==> config.mk <==
export PLATFORM = sky130hd
export DESIGN_NAME = switch_key_counter
export DESIGN_NICKNAME = d
export VERILOG_FILES = /design/src/rtl/switch_key_counter.sv
export SDC_FILE = /design/constraint.sdc
export NUM_CORES = 1
export LEC_CHECK = 0
export ABC_AREA = 1
export CORE_MARGIN = 2
export CORE_UTILIZATION = 59
export CTS_BUF_LIST = sky130_fd_sc_hd__clkbuf_8
export DETAILED_ROUTE_END_ITERATION = 16
export GPL_ROUTABILITY_DRIVEN = 0
export PLACE_DENSITY_LB_ADDON = 0.1
export RECOVER_POWER = 100
export SYNTH_ARGS = -nofsm -noshare
export SYNTH_HDL_FRONTEND = slang
export SYNTH_SLANG_ARGS = --single-unit
export TNS_END_PERCENT = 10
==> constraint.sdc <==
create_clock -name CLOCK_50 -period 4.2 [get_ports CLOCK_50]
set_clock_uncertainty 0.05 [all_clocks]
set_input_delay 0.84 -clock CLOCK_50 [delete_from_list [all_inputs] [get_ports CLOCK_50]]
set_output_delay 0.84 -clock CLOCK_50 [all_outputs]
set_load 0.005 [all_outputs]
==> src/rtl/switch_key_counter.sv <==
// switch_key_counter: 4-bit up/down/load/auto counter that drives the
// two-digit binary-to-decimal 7-segment converter on the DE10-Standard.
// Raw keys and switches are synchronized, and the keys are debounced.
// Key presses become single-cycle step events.
// Count updates follow a fixed priority: load, then cancel, then key step, then tick.
module switch_key_counter #(
  parameter int DEBOUNCE_CYCLES = 1000000,
  parameter int TICK_CYCLES     = 50000000
) (
  input  logic       CLOCK_50,
  input  logic       RESET,
  input  logic       KEY_UP_N,
  input  logic       KEY_DN_N,
  input  logic       SW_LOAD,
  input  logic       SW_AUTO,
  input  logic [3:0] SW_D,
  output logic [3:0] V,
  output logic       WRAP
);

  // The debounce counter only has to reach DEBOUNCE_CYCLES-1 before the state
  // flips, so it never needs to hold DEBOUNCE_CYCLES itself.
  localparam int CW = (DEBOUNCE_CYCLES > 1) ? $clog2(DEBOUNCE_CYCLES) : 1;
  localparam int TW = (TICK_CYCLES > 1) ? $clog2(TICK_CYCLES) : 1;
  localparam logic [CW-1:0] DB_LAST   = CW'(DEBOUNCE_CYCLES - 1);
  localparam logic [TW-1:0] TICK_LAST = TW'(TICK_CYCLES - 1);

  // Synchronizer bit layout: {SW_D[3:0], SW_AUTO, SW_LOAD, KEY_DN_N, KEY_UP_N}.
  // Keys reset to 1 (released). Switches reset to 0.
  localparam logic [7:0] SYNC_RST = 8'b0000_0011;

  logic [7:0]         sync1_q;
  logic [7:0]         sync2_q;
  logic [1:0]         key_s;
  logic               load_s;
  logic               auto_s;
  logic [3:0]         swd_s;

  logic [1:0]         db_q;
  logic [1:0]         db_d;
  logic [1:0]         db_prev_q;
  logic [1:0][CW-1:0] cnt_q;
  logic [1:0][CW-1:0] cnt_d;
  logic [1:0]         press_s;
  logic               up_ev_s;
  logic               dn_ev_s;

  logic               run_s;
  logic [TW-1:0]      tcnt_q;
  logic [TW-1:0]      tcnt_d;
  logic               tick_q;
  logic               tick_d;

  logic [3:0]         v_q;
  logic [3:0]         v_d;
  logic               wrap_q;
  logic               wrap_d;

  // Two-flop synchronizer for every raw board input.
  always_ff @(posedge CLOCK_50 or posedge RESET) begin
    if (RESET) begin
      sync1_q <= SYNC_RST;
      sync2_q <= SYNC_RST;
    end else begin
      sync1_q <= {SW_D, SW_AUTO, SW_LOAD, KEY_DN_N, KEY_UP_N};
      sync2_q <= sync1_q;
    end
  end

  assign key_s  = sync2_q[1:0];
  assign load_s = sync2_q[2];
  assign auto_s = sync2_q[3];
  assign swd_s  = sync2_q[7:4];

  // Debounce both keys. A key must differ from its accepted state for
  // DEBOUNCE_CYCLES consecutive cycles before the accepted state flips.
  always_comb begin
    db_d  = db_q;
    cnt_d = cnt_q;
    for (int i = 0; i < 2; i++) begin
      if (key_s[i] != db_q[i]) begin
        if (cnt_q[i] == DB_LAST) begin
          db_d[i]  = ~db_q[i];
          cnt_d[i] = '0;
        end else begin
          db_d[i]  = db_q[i];
          cnt_d[i] = cnt_q[i] + 1'b1;
        end
      end else begin
        db_d[i]  = db_q[i];
        cnt_d[i] = '0;
      end
    end
  end

  // Debounced key state, stability counters, and the previous state used for edge detection.
  always_ff @(posedge CLOCK_50 or posedge RESET) begin
    if (RESET) begin
      db_q      <= 2'b11;
      db_prev_q <= 2'b11;
      cnt_q     <= '0;
    end else begin
      db_q      <= db_d;
      db_prev_q <= db_q;
      cnt_q     <= cnt_d;
    end
  end

  // A press is a debounced 1->0 transition. Releases produce no event.
  assign press_s = db_prev_q & ~db_q;
  assign up_ev_s = press_s[0];
  assign dn_ev_s = press_s[1];

  // Auto-mode period counter. It is held at zero whenever it is not running,
  // so re-enabling auto mode always starts a full period.
  assign run_s = auto_s & ~load_s;

  // Next state of the tick counter and the registered tick strobe.
  always_comb begin
    tcnt_d = tcnt_q;
    tick_d = 1'b0;
    if (run_s) begin
      if (tcnt_q == TICK_LAST) begin
        tcnt_d = '0;
        tick_d = 1'b1;
      end else begin
        tcnt_d = tcnt_q + 1'b1;
        tick_d = 1'b0;
      end
    end else begin
      tcnt_d = '0;
      tick_d = 1'b0;
    end
  end

  // Tick counter and strobe registers.
  always_ff @(posedge CLOCK_50 or posedge RESET) begin
    if (RESET) begin
      tcnt_q <= '0;
      tick_q <= 1'b0;
    end else begin
      tcnt_q <= tcnt_d;
      tick_q <= tick_d;
    end
  end

  // Count update, highest priority first: load, then up+down cancel, then a
  // single key step, then an auto tick. A tick that coincides with a key event is dropped.
  always_comb begin
    v_d    = v_q;
    wrap_d = 1'b0;
    if (load_s) begin
      v_d    = swd_s;
      wrap_d = 1'b0;
    end else if (up_ev_s && dn_ev_s) begin
      v_d    = v_q;
      wrap_d = 1'b0;
    end else if (up_ev_s) begin
      v_d    = v_q + 4'd1;
      wrap_d = (v_q == 4'd15);
    end else if (dn_ev_s) begin
      v_d    = v_q - 4'd1;
      wrap_d = (v_q == 4'd0);
    end else if (tick_q) begin
      v_d    = v_q + 4'd1;
      wrap_d = (v_q == 4'd15);
    end else begin
      v_d    = v_q;
      wrap_d = 1'b0;
    end
  end

  // Count and wrap-pulse output registers.
  always_ff @(posedge CLOCK_50 or posedge RESET) begin
    if (RESET) begin
      v_q    <= 4'd0;
      wrap_q <= 1'b0;
    end else begin
      v_q    <= v_d;
      wrap_q <= wrap_d;
    end
  end

  assign V    = v_q;
  assign WRAP = wrap_q;

endmodule

Word-level counts from Yosys, hierarchy flattened
Cells that the tools add are included.

storage, ports and cells
  flip-flop bits (word level) = 92
  input bits = 10
  output and inout port bits = 5
  word-level logic and storage cells = 53

cells by class
  add/sub/neg operators = 5
  equality and inequality tests = 7
  muxes and demuxes = 18
  bitwise operators = 6
  reduce and logical (&&, ||, !) cells = 6

operators by type and width
  operator                 count
  $mux W20                 4
  $mux W26                 2
  $add A20 B1 Y20 const B  2
  $eq A20 B20 Y1 const B   2
  $add A26 B1 Y26 const B  1
  $eq A26 B26 Y1 const B   1
  $mux W4                  5
  $mux W1                  7
  $reduce_and A2 Y1        3
  $add A4 B1 Y4 const B    1
  $eq A4 B4 Y1 const B     1
  $logic_not A4 Y1         1
  $reduce_bool A4 Y1       1
  $sub A4 B1 Y4 const B    1
  $not A1 Y1               3
  $and A2 B2 Y2            1
  $ne A1 B1 Y1             2
  $ne A2 B2 Y1 const B     1
  $not A2 Y2               1
  $and A1 B1 Y1            1
  $logic_and A1 B1 Y1      1

Logic depth before layout (Yosys ltp)
  depth after elaboration = 6
  depth in mapped cells = 11
  gate-level depth less buffers = 10

Worst setup path after synthesis
Ideal clock, no wire load.

  kind = register to register
  start point = reg tcnt_q[0]
  end point = reg tcnt_q[25]
  library setup time = 122 ps
  arrival = 1272 ps
  required time = 4028 ps
  path slack = 2756 ps
  stages on the path, launching flop included = 9
  buffers on the path = 0
  period minus slack after synthesis = 1444 ps
  cells stage by stage = dfrtp_1 ha_1 inv_1 nor2_1 nand2_1 nor2_1 nand2_1 nand3_1 nor2_1

between the ends
  cells in the longest elaborated chain, start to end = 3
  elaborated cells on any way between the ends = 4
  classes of those cells = 1 x add/sub; 1 x eq/ne; 2 x mux

ends and longest elaborated chain
  what                                               RTL line  text
  start: declaration                                 49        logic [TW-1:0] tcnt_q;
  start signal: assignment                           142       tcnt_q <= tcnt_d;
  $add A26 B1 Y26 or $eq A26 B26 Y1 (tied branches)  127, 123
  $mux W26 *                                         123       if (tcnt_q == TICK_LAST) begin
  $mux W26 *                                         122       if (run_s) begin
  via tcnt_d[25]                                     50        logic [TW-1:0] tcnt_d;

The timed path passes the listed nets; every way through them passes the cells marked *.
A chain may end at the register's enable or synchronous reset.

Worst setup path in the final report
  start point = reg v_q[2] (netlist: V[2])
  end point = out V[2]

RTL lines
  what                      RTL line  text
  start: declaration        54        logic [3:0] v_q;
  start signal: assignment  179       v_q <= v_d;
  end: declaration          17        output logic [3:0] V,

No word-level cell between the ends.

==> run_results.csv <==
group,metric,value,unit
synthesis,syn-mean-instance-area,7.59,µm²
critical_path,critPathSlowestCell,"dlygate4sd3_1",
route,dr.pass1.iters,4,
finish,fin_nets,684,
run,maxCapViolCount,0,
critical_path,path_cells,"dlygate4sd3_1",
floorplan,io_pins,15,
pwr,power.density,309,nW/µm²
synthesis,netlist_instances,643,
sta,min_period_over_period,55.9,%
floorplan,initial_utilization,60.0,%
outcome,status,"completed",
global_routing,grt_antenna_before_repair,0,
cts,root_buffer,"clkbuf_8",
placement,post-place-cells,761,
critical_path,r2r_cells,8,
sta,min_period,2.35,ns
critical_path,setup.worst_path.start_class,"flip-flop",
cts,cts_buffer_depth,2,
placement,dp_hpwl,7.39,mm
critical_path,crit_cells,1,
pwr,peakVddDrop,0.224,mV
sta,grt_setup_unrepaired,"no",
synthesis,synth_cell_types,28,
floorplan,die_x,94.9,µm
cts,cts_max_level,3,
cts,clkTransAtPathRegs,0.09,ns
route,vias_per_cell,5.13,
global_routing,grt_pass1_vias,3800,
critical_path,end_kind,"output port",
route,drt_wl_total,9.97,mm
sta,hold_viol,0,
critical_path,path_max_fanout,7,
global_routing,grt_max_degree,43,
finish,fin_cells,777,
critical_path,critPathArrivalTime,1.46,ns
sta,slew_viol_final,0,
synthesis,seq_area_frac_synth,47.4,%
route,postRouteAntennaNets,0,
pwr,leakagePower,2.22,nW
min_path,hold_path_class,"reg2reg",
sta,fmax,426,MHz
critical_path,max_stage_delay,0.62,ns
floorplan,std_cell_rows,33,
critical_path,worstSetupPathType,"reg2out",
cts,clock-sinks,92,
sta,setup_viol,0,
route,drt_iter0_markers,131,
global_routing,grtUsageTotal,24.5,%
sta,tightest_slew,0.795,ns
critical_path,cp_num_buf_inv,1,
cts,cts_hold_buf,0,
route,wire_per_inst,12.8,µm
min_path,hold_path_depth,0,
global_routing,overflow,0,
global_routing,grt_pass1_wl,17.2,mm
floorplan,die_area,9010,µm²
cts,cts_setup_buffers,0,
finish,fillers,715,
floorplan,fp.dieH,94.9,µm
pwr,p_total,1.64,mW
route,drc,0,
finish,area_growth,8.59,%
sta,tns,0,ns
critical_path,cp.required,3.31,ns
finish,fin_area,5300,µm²
floorplan,coreArea,8130,µm²
synthesis,ys_seq_elements,92,
cts,cts_buffers,9,
finish,num_antenna_cells,0,
sta,max_slew_margin,46.7,%
synthesis,synthesis.nets,660,
route,dr_total_vias,3988,
cts,clk_latency,0.35,ns
cts,cts_resized,0,
critical_path,cp_top_family,"buffers and inverters",
placement,port_buffers,14,
synthesis,yosys_warnings,0,
placement,postPlaceCellArea,5150,µm²
synthesis,syn_area,4880,µm²
finish,layout-drive-gt1-share,5.51,%
cts,tritoncts,"done",
-- Yosys cell counts --
library cell,n,area share (%)
nand2_1,169,13
nor2_1,162,12
dfrtp_1,84,43
inv_1,58,4.5
nand3_1,46,4.7
xnor2_1,21,3.8
xor2_1,18,3.2
nand4_1,9,1.2
o21ai_0,9,0.92
a21oi_1,8,0.82
dfstp_2,8,4.3
ha_1,7,1.8
nand2_2,7,0.90
nor2_2,7,0.90
nor3_1,7,0.72
nor2_4,5,1.2
a31oi_1,4,0.51
inv_2,3,0.23
nand3_2,2,0.41
buf_2,1,0.10
buf_6,1,0.23
clkbuf_1,1,0.077
clkinv_1,1,0.077
nor2b_1,1,0.13
nor3_2,1,0.21
nor3_4,1,0.33
nor3b_1,1,0.15
o22ai_1,1,0.13
-- through the flow --
step	setup WS, ns	hold slack [ns]	util [%]
final	1.85	0.307	65.1
after global routing	1.80	0.314	65.1
after CTS	1.88	0.309	65.8
after detailed placement	2.17	0.288	63.3
after global placement	2.18	0.282	63.3
after floorplan	0.931	0.281	-
-- state kept, by name, summed over array words and instances (netlist names) --
| signal | count |
|---|---|
| tick_q | 1 |
| WRAP | 1 |
| db_prev_q | 2 |
| cnt_q | 40 |
| sync2_q | 8 |
| tcnt_q | 26 |
| db_q | 2 |
| V | 4 |
| sync1_q | 8 |
-- cell families after synthesis --
| group | count (synthesis) | synth area share, % |
|---|---|---|
| compound gates | 22 | 2.39 |
| simple gates | 418 | 36.2 |
| flops | 92 | 47.4 |
| fa+ha+maj | 7 | 1.80 |
| xor+xnor | 39 | 7.00 |
| buf+inv | 65 | 5.18 |
-- where the power goes --
| part | leakage, nW | internal, mW | switching (mW) |
|---|---|---|---|
| clock network | 0.101 | 0.297 | 0.320 |
| logic | 0.906 | 0.0378 | 0.0590 |
| registers | 1.21 | 0.905 | 0.0171 |
| total | 2.22 | 1.24 | 0.396 |
-- cell usage in the layout (no fill, tap or decap) --
master         count
o22ai_1            1
clkinv_2           1
clkinv_1           1
dfstp_2            5
nor2_2             6
clkinvlp_2         1
nand3_1           47
nor2_1           166
nor2_4             2
inv_1             59
nand2_2            3
nor3b_1            1
dlygate4sd3_1     14
buf_4              2
nor3_1             9
ha_1               7
dfrtp_1           84
xor2_1            18
bufinv_16          1
a21oi_1            8
xnor2_1           21
dfstp_1            3
nand4_1            9
inv_6              1
a31oi_1            4
clkinvlp_4         2
inv_8              1
nand2_1          173
nor2b_1            1
inv_2              1
nand3_2            1
clkbuf_8          10
o21ai_0            9
-- worst paths after layout --
path | from | end | slack (ns)
setup / recovery | V[2]$_DFFE_PP0P_ | V[2] | 1.85
hold / removal | sync1_q[3]$_DFF_PP0_ | sync2_q[3]$_DFF_PP0_ | 0.31
setup reg to reg | cnt_q[0]$_DFF_PP0_ | cnt_q[13]$_DFF_PP0_ | 2.23
hold reg to reg | sync1_q[3]$_DFF_PP0_ | sync2_q[3]$_DFF_PP0_ | 0.31
max in group asynchronous | RESET | sync2_q[0]$_DFF_PP1_ | 2.16
min in group asynchronous | RESET | cnt_q[39]$_DFF_PP0_ | 0.98
-- per-layer routing --
metal  routed length (µm)  vias up  GRT usage (%)
met1                 4800     1878           32.3
met4                   85        0           8.70
li1                     -     2041              -
met2                 4810       61           41.3
met3                  282        8           3.67
met5                    0        -              0
-- area by class of cell --
type                            instances  area, µm²  share of cell area (%)
Clock buffer                           10        138                    2.60
Clock inverter                          6       70.1                    1.32
Inverter                               62        234                    4.42
Multi-Input combinational cell        486       2260                    42.6
Sequential cell                        92       2310                    43.6
Tap cell                              105        131                    2.48
Timing Repair Buffer                   16        155                    2.93
(Power assumes the default switching activity.)
